[src/rtl/alu_exec_ctrl.sv]
// Register-file execution controller that feeds an external 8-bit ALU through IDLE -> EXEC -> RESP.
// Optional sticky overflow status is enabled by defining ALU_EXEC_STICKY_OVF_EN.
module alu_exec_ctrl #(
  parameter int NREG = 4,
  parameter int AW   = $clog2(NREG)
) (
  input  logic          clk,
  input  logic          rst_n,
  input  logic          instr_valid,
  output logic          instr_ready,
  input  logic [3:0]    instr_op,
  input  logic [AW-1:0] instr_rd,
  input  logic [AW-1:0] instr_rs1,
  input  logic [AW-1:0] instr_rs2,
  input  logic          instr_imm_en,
  input  logic [7:0]    instr_imm,
  output logic [7:0]    alu_a,
  output logic [7:0]    alu_b,
  output logic [3:0]    alu_ctrl,
  input  logic [7:0]    alu_result,
  input  logic          alu_zero,
  input  logic          alu_overflow,
  input  logic          alu_carry,
  output logic          res_valid,
  input  logic          res_ready,
  output logic [7:0]    res_data,
  output logic [AW-1:0] res_rd,
  output logic [2:0]    res_flags,
  output logic          res_illegal,
  input  logic [AW-1:0] dbg_addr,
  output logic [7:0]    dbg_data,
  output logic          ovf_sticky,
  input  logic          clr_sticky
);

  typedef enum logic [1:0] {IDLE, EXEC, RESP} state_t;

  state_t        state_q, state_d;
  logic [7:0]    alu_a_q, alu_a_d;
  logic [7:0]    alu_b_q, alu_b_d;
  logic [3:0]    alu_ctrl_q, alu_ctrl_d;
  logic [AW-1:0] rd_q, rd_d;
  logic [7:0]    res_data_q, res_data_d;
  logic [AW-1:0] res_rd_q, res_rd_d;
  logic [2:0]    res_flags_q, res_flags_d;
  logic          res_illegal_q, res_illegal_d;
  logic [7:0]    regs_q [NREG];
  logic [7:0]    regs_d [NREG];
  logic          op_legal;

  // The op code is held in alu_ctrl_q for the whole instruction, so legality is derived from it.
  assign op_legal = (alu_ctrl_q <= 4'hA);

  always_comb begin
    state_d       = state_q;
    alu_a_d       = alu_a_q;
    alu_b_d       = alu_b_q;
    alu_ctrl_d    = alu_ctrl_q;
    rd_d          = rd_q;
    res_data_d    = res_data_q;
    res_rd_d      = res_rd_q;
    res_flags_d   = res_flags_q;
    res_illegal_d = res_illegal_q;
    regs_d        = regs_q;
    case (state_q)
      IDLE: begin
        if (instr_valid) begin
          alu_a_d    = regs_q[instr_rs1];
          alu_b_d    = instr_imm_en ? instr_imm : regs_q[instr_rs2];
          alu_ctrl_d = instr_op;
          rd_d       = instr_rd;
          state_d    = EXEC;
        end
      end
      EXEC: begin
        res_data_d    = alu_result;
        res_flags_d   = {alu_carry, alu_overflow, alu_zero};
        res_rd_d      = rd_q;
        res_illegal_d = !op_legal;
        if (op_legal) begin
          regs_d[rd_q] = alu_result;
        end
        state_d = RESP;
      end
      RESP: begin
        if (res_ready) begin
          state_d = IDLE;
        end
      end
      default: state_d = IDLE;
    endcase
  end

  always_ff @(posedge clk or negedge rst_n) begin
    if (!rst_n) begin
      state_q       <= IDLE;
      alu_a_q       <= 8'h00;
      alu_b_q       <= 8'h00;
      alu_ctrl_q    <= 4'h0;
      rd_q          <= '0;
      res_data_q    <= 8'h00;
      res_rd_q      <= '0;
      res_flags_q   <= 3'b000;
      res_illegal_q <= 1'b0;
    end else begin
      state_q       <= state_d;
      alu_a_q       <= alu_a_d;
      alu_b_q       <= alu_b_d;
      alu_ctrl_q    <= alu_ctrl_d;
      rd_q          <= rd_d;
      res_data_q    <= res_data_d;
      res_rd_q      <= res_rd_d;
      res_flags_q   <= res_flags_d;
      res_illegal_q <= res_illegal_d;
    end
  end

  // Register file kept in flops: every entry must clear on the asynchronous reset.
  for (genvar gi = 0; gi < NREG; gi++) begin : g_regs
    always_ff @(posedge clk or negedge rst_n) begin
      if (!rst_n) begin
        regs_q[gi] <= 8'h00;
      end else begin
        regs_q[gi] <= regs_d[gi];
      end
    end
  end

`ifdef ALU_EXEC_STICKY_OVF_EN
  logic ovf_sticky_q, ovf_sticky_d;

  // A set in EXEC overrides a simultaneous clear.
  always_comb begin
    ovf_sticky_d = ovf_sticky_q;
    if (clr_sticky) begin
      ovf_sticky_d = 1'b0;
    end
    if (state_q == EXEC && op_legal && alu_overflow) begin
      ovf_sticky_d = 1'b1;
    end
  end

  always_ff @(posedge clk or negedge rst_n) begin
    if (!rst_n) begin
      ovf_sticky_q <= 1'b0;
    end else begin
      ovf_sticky_q <= ovf_sticky_d;
    end
  end

  assign ovf_sticky = ovf_sticky_q;
`else
  logic unused_clr_sticky;
  assign unused_clr_sticky = clr_sticky;
  assign ovf_sticky        = 1'b0;
`endif

  assign instr_ready = (state_q == IDLE);
  assign res_valid   = (state_q == RESP);
  assign alu_a       = alu_a_q;
  assign alu_b       = alu_b_q;
  assign alu_ctrl    = alu_ctrl_q;
  assign res_data    = res_data_q;
  assign res_rd      = res_rd_q;
  assign res_flags   = res_flags_q;
  assign res_illegal = res_illegal_q;
  assign dbg_data    = regs_q[dbg_addr];

endmodule

[config.mk]
export PLATFORM = sky130hd
export DESIGN_NAME = alu_exec_ctrl
export DESIGN_NICKNAME = d
export VERILOG_FILES = /design/src/rtl/alu_exec_ctrl.sv
export SDC_FILE = /design/constraint.sdc
export NUM_CORES = 1
export LEC_CHECK = 0
export ABC_AREA = 0
export CAP_MARGIN = 15
export CORE_MARGIN = 4
export CORE_UTILIZATION = 45
export DETAILED_ROUTE_END_ITERATION = 8
export HOLD_SLACK_MARGIN = 0.15
export PLACE_DENSITY = 0.74
export RECOVER_POWER = 100
export SLEW_MARGIN = 25
export SYNTH_ARGS = -nofsm -noshare
export SYNTH_HDL_FRONTEND = slang
export SYNTH_SLANG_ARGS = --single-unit
[constraint.sdc]
create_clock -name clk -period 5.6 [get_ports clk]
set_input_delay 1.4 -clock clk [delete_from_list [all_inputs] [get_ports clk]]
set_output_delay 1.4 -clock clk [all_outputs]
set_load 0.03 [all_outputs]
# Yosys cells after proc, flatten, opt, wreduce, memory -nomap -nowiden
# Cells that the tools add are included.
totals:
  word_cells: 49
  output_inout_bits: 45
  input_bits: 37
  reg_bits: 70
classes:
  muxes: 16
  eq_ne: 4
  reduce_logical: 6
  magnitude_cmp: 6
  bitwise: 4
ops:
  columns: ["op", "n"]
  rows:
  - ["8-bit two-way mux", 8]
  - ["8-bit binary-select mux with 2-bit select", 3]
  - ["32-bit bitwise mux", 1]
  - ["8-bit demux with 2-bit select", 1]
  - ["3-bit greater-or-equal comparator, second input constant", 4]
  - ["2-bit NOT with 3-bit output", 4]
  - ["2-bit case mux with 3 select lines", 1]
  - ["2-bit AND reduction", 3]
  - ["4-bit <= comparator, second input constant", 1]
  - ["2-bit two-way mux", 2]
  - ["3-bit by 1-bit less-than comparator with 1-bit output, second input constant", 1]
  - ["2-bit by 1-bit == test with 1-bit output, second input constant", 1]
  - ["2-bit == test, second input constant", 1]
  - ["2-bit zero test", 1]
  - ["2-bit by 1-bit != test with 1-bit output, second input constant", 1]
  - ["2-bit != test, second input constant", 1]
  - ["1-bit logical AND", 1]
  - ["1-bit zero test", 1]

# Logic depth before layout (Yosys ltp)
depth:
  ltp_word: 6
  depth_mapped: 6
  ltp_nobuf: 3

# Worst setup path after synthesis
# No wires, ideal clock.
synth_path:
  kind: "input to output"
  startpoint: "input dbg_addr[0]"
  endpoint: "output dbg_data[0]"
  t_required_ns: 4.200
  cell_stages: 2
  arrival_ns: 2.491
  path_slack_ns: 1.709
  path_cell_list: "clkbuf_1 mux4_2"
synth_via:
  elab_chain_cells: 4
synth_rtl:
  columns: ["element", "line_no", "rtl"]
  rows:
  - ["start: declaration", "30", "input logic [AW-1:0] dbg_addr,"]
  - ["2-bit NOT with 3-bit output (not written as such)", "167", "assign dbg_data = regs_q[dbg_addr];"]
  - ["8-bit binary-select mux with 2-bit select", "167", null]
  - ["8-bit two-way mux (not written as such) (2 in a row)", "167", null]
  - ["end: declaration", "31", "output logic [7:0] dbg_data,"]
# Every way passes these cells. The select of a mux whose other input is x is not followed.

# Worst setup path in the final report
layout_path:
  startpoint: "input dbg_addr[0]"
  endpoint: "output dbg_data[6]"
# The elaborated chain is that of the path after synthesis.

==> out/summary.txt <==
relative slew slack: -140%
RSZ-0062 raised after global routing: no
row count: 31
Layout Nets: 338
largest net degree at the start of global routing: 71
syn nets: 262
Clk pin slew, worst setup/hold paths: 0.07 ns
WL/cell: 19.6 um
status: complete, but fails checks
Final ANT Viol Nets: 0
Final Cycle Share: 84.4%
worst hold start: res_rd[1]
die area: 8920 um2
violated checks: capacitance limit, slew limit
Syn Inst Count: 225
peak supply drop: 260 uV
initial antenna violation count: 0
reg2reg path depth: 4
Synthesis Warnings: 0
number of global-route vias before repair: 2,300
gp weighted congestion: 0.732
# Post-CTS Setup Buffers: 0
CP max-delay cell: dlygate4sd3_1
Peak Freq: 212 MHz
Reg-to-Reg Start: state_q[1]
H-tree depth: 3
post-CTS sizing: 0
Setup TNS: 0 ns
FF-to-FF setup slack: 1.08 ns
GR peak layer: met2
# hold bufs at CTS: 0
met1 Resource Use GR: 24.9%
Hold EP: res_rd[1]
CTS tree: yes
met3 usage: 3.75%
GR Util met2: 31.4%
HPWL after DPL: 5.18 mm
CP endpoint kind: primary output
Hold Violations, Final: 0
die height: 94.4 um
vias post-DR: 2,262
Worst-Margin Slew: 3.51 ns
CTS sink cnt: 70
CP Launch Type: input port
n_diodes: 0
WHS Path Cells: 2
register area share after synthesis: 52.1%
top post-synthesis cells by area: dfrtp_1, mux2_2, mux4_2
Min Clock Period, post-route: 4.73 ns
Placed Area: 4220 um2
Yosys reg bits: 70
final wirelength: 7.93 mm
Arrival @ worst endpoint: 3.33 ns
Root Buffer: clkbuf_8
FF-to-FF End: regs_q[3]
Syn-to-layout area delta: 29.5%
CP Max Fanout: 8
die span in x: 94.4 um
Crit path required time: 4.20 ns
CTS Buffer Depth: 2
CP Cell Sequence: clkdlybuf4s50_1, buf_4, mux4_2, dlygate4sd3_1
I/O Buffers: 79
Max stage delay on crit path: 0.71 ns
Total GRT Usage: 19.1%
I/O Pins: 82
Async SR Flop Fraction: 100%
GRT overflow: 0
Initial DRT Pass Iterations: 4
Avg Cell Area, Syn: 14.9 um2
Final Slew Violations: 70
Post-Syn Area: 3360 um2
max-cap violations: 5
CORE AREA: 7250 um2
Initial Util: 46.3%
layout cells sized above 1: 26.1%
number of vias per cell: 5.59
DRC: 0
post-layout instance area: 4350 um2
worst hold-check path type: flip-flop to flip-flop
Synth top area share: 52.1%
final setup fails: 0
Post-synth EDFFs: 0
clk_skew: 0.00675 ns
PD cells: 587 nW/um2
DR iter-0 viols: 158
Yosys cell types: 20
Main synth FF type: dfrtp_1
worst skew pair latency: 0.34 ns
leading area contributor after synthesis: dfrtp_1
first-pass GRT wire length: 12.5 mm
Critical path origin: dbg_addr[0]
kind of critical path: input port to primary output
cell leakage power: 1.81 nW
top post-synthesis cells by count: mux2_2, dfrtp_1, mux4_2
most frequent cell after synthesis: mux2_2
Num CTS Buffers: 9
==> layout by cell type, fill, tap and decap left out <==
cell type        instances
a2111oi_0                4
a21o_1                   1
a21oi_1                  8
a222oi_1                 8
buf_4                    2
bufinv_16                1
clkbuf_1                 3
clkbuf_8                13
clkdlybuf4s50_1         33
clkinvlp_4               1
conb_1                   1
dfrtp_1                 70
dlygate4sd3_1           45
inv_1                    3
mux2_1                  24
mux2_2                  47
mux4_2                  16
nand2_1                  6
nand2b_1                 2
nor2_1                  10
nor2b_1                  1
nor3b_1                  1
o21ai_0                  6
==> state kept, by name (all words and copies together) (netlist names) <==
register and count:
regs_q 32, alu_a 8, alu_b 8, res_data 8, alu_ctrl 4, res_flags 3, rd_q 2, res_rd 2
state_q 2, res_illegal 1
==> cells by family (layout without fill, tap and decap cells) <==
family | after synthesis | after routing | share of synthesized area (%)
muxes | 87 | 87 | 34.5
AOI/OAI and AO/OA | 27 | 27 | 7.97
and+or+nand+nor | 20 | 20 | 2.57
other | 1 | 1 | 0.112
buffers and inverters | 20 | 101 | 2.72
DFF | 70 | 70 | 52.1
==> through the flow <==
| step | power, mW | hold WS, ns | setup WS (ns) | instances | util [%] |
|---|---|---|---|---|---|
| final | 2.55 | 0.475 | 0.873 | 405 | 60.0 |
| after global routing | 2.71 | 0.502 | 0.764 | 405 | 60.0 |
| after CTS | 2.72 | 0.487 | 0.935 | 405 | 61.2 |
| after global placement | 2.24 | 0.463 | 0.954 | 389 | 58.2 |
| after floorplan | 1.79 | 0.510 | 1.71 | 225 | - |
| after detailed placement | 2.27 | 0.470 | 0.946 | 389 | 58.2 |
==> area by class of cell <==
type | instances | area (um2)
clock inverter | 2 | 37.5
clock buffer | 14 | 183
sequential | 70 | 1750
fill | 592 | 2900
timing repair buffer | 82 | 803
multi-input combinational | 135 | 1440
inverter | 3 | 11.3
tap | 99 | 124
==> critical path, delay by kind of cell <==
kind,cells,cell delay [ns]
buf+inv,3,1.38
mux,1,0.54
==> metal layers <==
layer / up-vias / share of wire, %
met5: - / 0
met4: 0 / 1.0
met2: 87 / 50
met1: 1164 / 42
li1: 1005 / -
met3: 6 / 6.8
==> power breakdown <==
part | internal [mW] | switching, mW
combinational | 0.567 | 0.618
clock | 0.255 | 0.185
sequential | 0.753 | 0.174
total | 1.58 | 0.978
==> worst max path at each step <==
stage,to,slack (ns),depth (start not counted)
6_report,dbg_data[6],0.87,4
5_1_grt,regs_q[18],0.76,4
4_1_cts,dbg_data[6],0.94,4
3_5_place_dp,dbg_data[6],0.95,4
3_3_place_gp,dbg_data[6],0.95,4
2_1_floorplan,dbg_data[0],1.71,2
No activity file was read; power rests on OpenSTA's default activity.
==> variant 1: new RTL, same flow settings <==
Add a define of `ALU_EXEC_STICKY_OVF_EN`.
--- a/src/rtl/alu_exec_ctrl.sv
+++ b/src/rtl/alu_exec_ctrl.sv
@@ -1,5 +1,7 @@
 // Register-file execution controller that feeds an external 8-bit ALU through IDLE -> EXEC -> RESP.
 // Optional sticky overflow status is enabled by defining ALU_EXEC_STICKY_OVF_EN.
+`define ALU_EXEC_STICKY_OVF_EN
+
 module alu_exec_ctrl #(
   parameter int NREG = 4,
   parameter int AW   = $clog2(NREG)
Formal check against the unedited RTL: not equivalent (a bounded check fails within 4 cycles, from zero or initial values and one cycle with rst_n low).
==> variant 1 against the original RTL <==
  * The flow still finishes with violations (max-capacitance violations, max-slew violations)
  * Via count shrank 0.44%
  * Sequential cell count grew 1
  * Routed wire length up 1.2%
  * Register-to-register slack improved by 1.2 ns
  * Total power grew 1.7%
  * Worst setup slack improved by 0.013 ns
  * Final area grew 0.72%
  * Count of clock-buffer cells in the layout down 1
  * First-iteration DRC count decreased by 28%
  * Global-route usage about the same
  * Sequential share of layout area grew 0.28 points
  * Synthesized area increased by 1.0%
  * Sequential power is 4.7% higher
  * Critical path type unchanged
  * Largest power group unchanged
  * Highest routed layer unchanged
==> variant 1: results <==
export IMPL_gp_congestion=0.7603
export IMPL_fin_skew_ns=0.005290
export IMPL_dp_cells=392
export IMPL_worstPathArrival_ns=3.31
export IMPL_yosysUniqueCellTypes=24
export IMPL_violations="max-capacitance violations, max-slew violations"
export IMPL_path_clk_slew_ns=0.07
export IMPL_clock_latency_ns=0.34
export IMPL_drv_slew=42
export IMPL_first_iter_violations=113
export IMPL_firstDrtPassIters=5
export IMPL_leakage_nw=1.779
export IMPL_synth_async_reset_ratio_pct=100.0
export IMPL_synth_area_top_cells="dfrtp_1 52%, mux2_2 22%, mux4_2 11%"
export IMPL_crit_path_max_incr_delay_ns=0.71
export IMPL_relSlewSlack_pct=-20.48
export IMPL_grt_max_degree=72
export IMPL_ir_drop_uv=275.0
export IMPL_place_area_sq_mm=0.004272
export IMPL_preCtsSetupSlack_ns=0.9492
export IMPL_drv_cap=2
export IMPL_drive_above_1_share_pct=32.25
export IMPL_syn_avg_cell_area_sq_um=15.15
export IMPL_synth_seq_area_share_pct=52.34
export IMPL_final_cells=406
export IMPL_largest_register="regs_q"
export IMPL_status="finished, violations left"
export IMPL_crit_fanout=8
export IMPL_synthesis_nets=261
export IMPL_finalNetCount=341
export IMPL_post_cts_resized=0
export IMPL_routedWlPerCell_microns=19.76
export IMPL_cts_inserted_buffers=9
export IMPL_port_buffers=81
export IMPL_synth_common_cells="71 x dfrtp_1, 66 x mux2_2, 16 x mux4_2, 11 x a21oi_1, 10 x nor2_1"
export IMPL_fill_cells=610
export IMPL_h_tree_depth=3
export IMPL_pwr_share_seq_pct=37.4
export IMPL_netSwitchingPower_mw=1.022
export IMPL_vias=2252
export IMPL_grtUsageTotal_pct=19.06
export IMPL_hpwl_microns=5259
export IMPL_n_antenna_cell=0
export IMPL_grt_pass1_wl_microns=12710
export IMPL_finalHoldViolCount=0
## variant 1: cell types whose count changed after synthesis, moves of 2 or more
cell / change
mux2_4: +8
o21ai_2: +2
mux2_2: -5
clkbuf_1: -4
nand2_1: -4
o21ai_0: -4
a2111oi_4: -4
buf_2: +2
a21oi_1: +3
## variant 1: logic make-up after synthesis
family	count (synthesis)	share of synthesized area, %
buffers and inverters	18	2.654
DFF	71	52.34
AOI/OAI and AO/OA	27	6.193
muxes	90	36.05
and+or+nand+nor	18	2.765
## variant 1: routing by layer
layer	GRT usage, %	share of wire (%)	vias to the layer above
met5	0	0	-
met4	7.692	1.8	0
met3	3.426	6.8	14
met2	31.36	49	88
met1	25.00	42	1137
li1	-	-	1013
## variant 1: critical path: cells and delay by family
kind,cells,cell delay (ns)
buffers and inverters,3,1.38
multiplexers,1,0.53
## variant 1: power by group through the flow
stage,clock [mW],sequential (mW),combinational (mW)
after global placement,0,0.975,1.35
after global routing,0.389,1.01,1.35
after CTS,0.367,0.980,1.38
after floorplan,0,1.19,0.664
final,0.361,0.971,1.26
after detailed placement,0,0.986,1.37
## variant 1: area by class of cell
class | count | area, sq um | area share [%]
multi-input cells | 135 | 1485 | 33.88
repair buffers | 83 | 819.5 | 18.69
clock inverters | 1 | 5.005 | 0.1142
inverters | 4 | 15.01 | 0.3425
flip-flops and latches | 71 | 1777 | 40.53
well taps | 99 | 123.9 | 2.825
clock buffers | 13 | 158.9 | 3.624
## variant 1: final timing paths
kind	cells after the start	slack, ns	startpoint	endpoint
worst max-delay path	4	0.89	dbg_addr[0]	dbg_data[4]
worst min-delay path	1	0.50	res_flags[2]$_DFFE_PN0N_	res_flags[2]$_DFFE_PN0N_
worst max register to register	3	2.32	state_q[1]$_DFFE_PN0P_	regs_q[1]$_DFFE_PN0P_
worst min register to register	1	0.50	res_flags[2]$_DFFE_PN0N_	res_flags[2]$_DFFE_PN0N_
max in group asynchronous	1	3.84	rst_n	alu_ctrl[3]$_DFFE_PN0P_
min in group asynchronous	1	1.17	rst_n	regs_q[2]$_DFFE_PN0P_
==> variant 2: new RTL, same flow settings <==
Without the edit above. Take the reset off `res_data_q` and load it in a clocked block of its own.
--- a/src/rtl/alu_exec_ctrl.sv
+++ b/src/rtl/alu_exec_ctrl.sv
@@ -98,7 +98,6 @@
       alu_b_q       <= 8'h00;
       alu_ctrl_q    <= 4'h0;
       rd_q          <= '0;
-      res_data_q    <= 8'h00;
       res_rd_q      <= '0;
       res_flags_q   <= 3'b000;
       res_illegal_q <= 1'b0;
@@ -108,11 +107,14 @@
       alu_b_q       <= alu_b_d;
       alu_ctrl_q    <= alu_ctrl_d;
       rd_q          <= rd_d;
-      res_data_q    <= res_data_d;
       res_rd_q      <= res_rd_d;
       res_flags_q   <= res_flags_d;
       res_illegal_q <= res_illegal_d;
     end
+  end
+
+  always_ff @(posedge clk) begin
+    res_data_q <= res_data_d;
   end
 
   // Register file kept in flops: every entry must clear on the asynchronous reset.
Function: differs if rst_n is asserted again (counterexample within 4 cycles, from zero or initial values and one cycle with rst_n low); with rst_n held inactive, the same outputs for 4 cycles.
==> variant 2 against the original RTL <==
  * The run still ends with max-capacitance violations, max-slew violations left
  * Die area down 1.5%
  * Sequential cell count stayed put
  * Hold slack lost 0.0013 ns
  * Sequential share of layout area increased by 1.4 points
  * Cell count fell by 2.5%
  * Largest power group unchanged
  * Routed wire length is 1.5% lower
  * Final area decreased by 1.1%
  * Synthesized area decreased by 1.6%
  * Total power is 4.3% lower
  * Via count shrank 4.5%
  * Highest routed layer unchanged
  * Worst setup slack lost 0.011 ns
==> variant 2: results <==
export IMPL_status="finished, violations left"
export IMPL_violations="max-capacitance violations, max-slew violations"
export IMPL_gr_usage_met2_pct=29.75
export IMPL_ir_drop_uv=286.5
export IMPL_largest_register_ffs=32
export IMPL_fin_skew_ns=0.007948
export IMPL_finalNetCount=331
export IMPL_use_met3_pct=3.526
export IMPL_synth_async_reset_ratio_pct=88.57
export IMPL_intPower_mw=1.522
export IMPL_synth_area_top_cells="dfrtp_1 47%, mux2_2 21%, mux4_2 11%"
export IMPL_drt_met1_wl_microns=3363
export IMPL_drv_cap=6
export IMPL_synth_compound_area_share_pct=8.100
export IMPL_firstDrtPassIters=7
export IMPL_grt_max_degree=63
export IMPL_whs_endpoint="res_illegal$_DFFE_PN0N_"
export IMPL_fill_cells=577
export IMPL_first_iter_violations=151
export IMPL_hpwl_microns=5014
export IMPL_leakage_nw=1.774
export IMPL_yosysUniqueCellTypes=21
export IMPL_drive_above_1_share_pct=24.41
export IMPL_grt_pass1_wl_microns=12360
export IMPL_synth_common_cells="62 x dfrtp_1, 61 x mux2_2, 16 x mux4_2, 10 x nor2_1"
export IMPL_r2r_cells=3
export IMPL_dr_wl_met2_microns=3836
export IMPL_grtUsageTotal_pct=18.50
export IMPL_min_from="res_illegal$_DFFE_PN0N_"
export IMPL_routedWlPerCell_microns=19.77
export IMPL_gp_congestion=0.7763
export IMPL_holdWs_ns=0.4739
export IMPL_largest_register="regs_q"
export IMPL_place_area_sq_mm=0.004168
export IMPL_yosys_most_used_dff="dfrtp_1"
export IMPL_wl_met3_microns=566
export IMPL_use_met1_pct=26.07
export IMPL_r2r_end="regs_q[6]$_DFFE_PN0P_"
export IMPL_vias=2160
export IMPL_worstPathArrival_ns=3.34
export IMPL_synth_edff_count=8
export IMPL_drv_slew=133
export IMPL_worst_pin_slew_ns=3.519
export IMPL_muxShareOfSynthArea_pct=32.36
export IMPL_synthesis_nets=254
export IMPL_port_buffers=79
export IMPL_regToRegSetupSlack_ns=1.34
variant 2: changes by cell type after synthesis, sizes merged:
cell	unedited run	this run
dfrtp	70	62
inv	3	4
buf	10	9
mux2	71	63
edfxtp	0	8
variant 2: layout make-up:
type                    count  area share (%)
flip-flops and latches     70           41.63
multi-input cells         127           31.42
repair buffers             82           18.60
clock buffers              11           3.285
well taps                  96           2.791
clock inverters             5           1.919
inverters                   4          0.3488
variant 2: through the flow:
step / power, mW / util (%) / setup slack, ns / cells
after floorplan: 1.696 / - / 1.709 / 217
after global placement: 2.099 / 59.70 / 0.9510 / 379
after detailed placement: 2.126 / 59.70 / 0.9595 / 379
after CTS: 2.593 / 62.90 / 0.9427 / 395
after global routing: 2.583 / 61.65 / 0.7315 / 395
final: 2.444 / 61.65 / 0.8625 / 395
variant 2: power groups by stage:
stage	clock, mW	sequential (mW)	combinational, mW
2_1_floorplan	0	1.10	0.601
3_3_place_gp	0	0.925	1.17
3_5_place_dp	0	0.937	1.19
4_1_cts	0.465	0.929	1.20
5_1_grt	0.488	0.946	1.15
6_report	0.459	0.907	1.08
variant 2: worst max path at each step:
| stage | from | to | slack, ns | depth (start not counted) |
|---|---|---|---|---|
| after floorplan | dbg_addr[0] | dbg_data[0] | 1.71 | 2 |
| after global placement | dbg_addr[0] | dbg_data[6] | 0.95 | 4 |
| after detailed placement | dbg_addr[0] | dbg_data[6] | 0.96 | 4 |
| after CTS | dbg_addr[0] | dbg_data[6] | 0.94 | 4 |
| after global routing | rst_n | regs_q[2]$_DFFE_PN0P_ | 0.73 | 2 |
| final | dbg_addr[0] | dbg_data[6] | 0.86 | 4 |
variant 2: critical path, delay by kind of cell:
family   cells  cell delay (ns)
mux          1             0.54
buf+inv      3             1.39
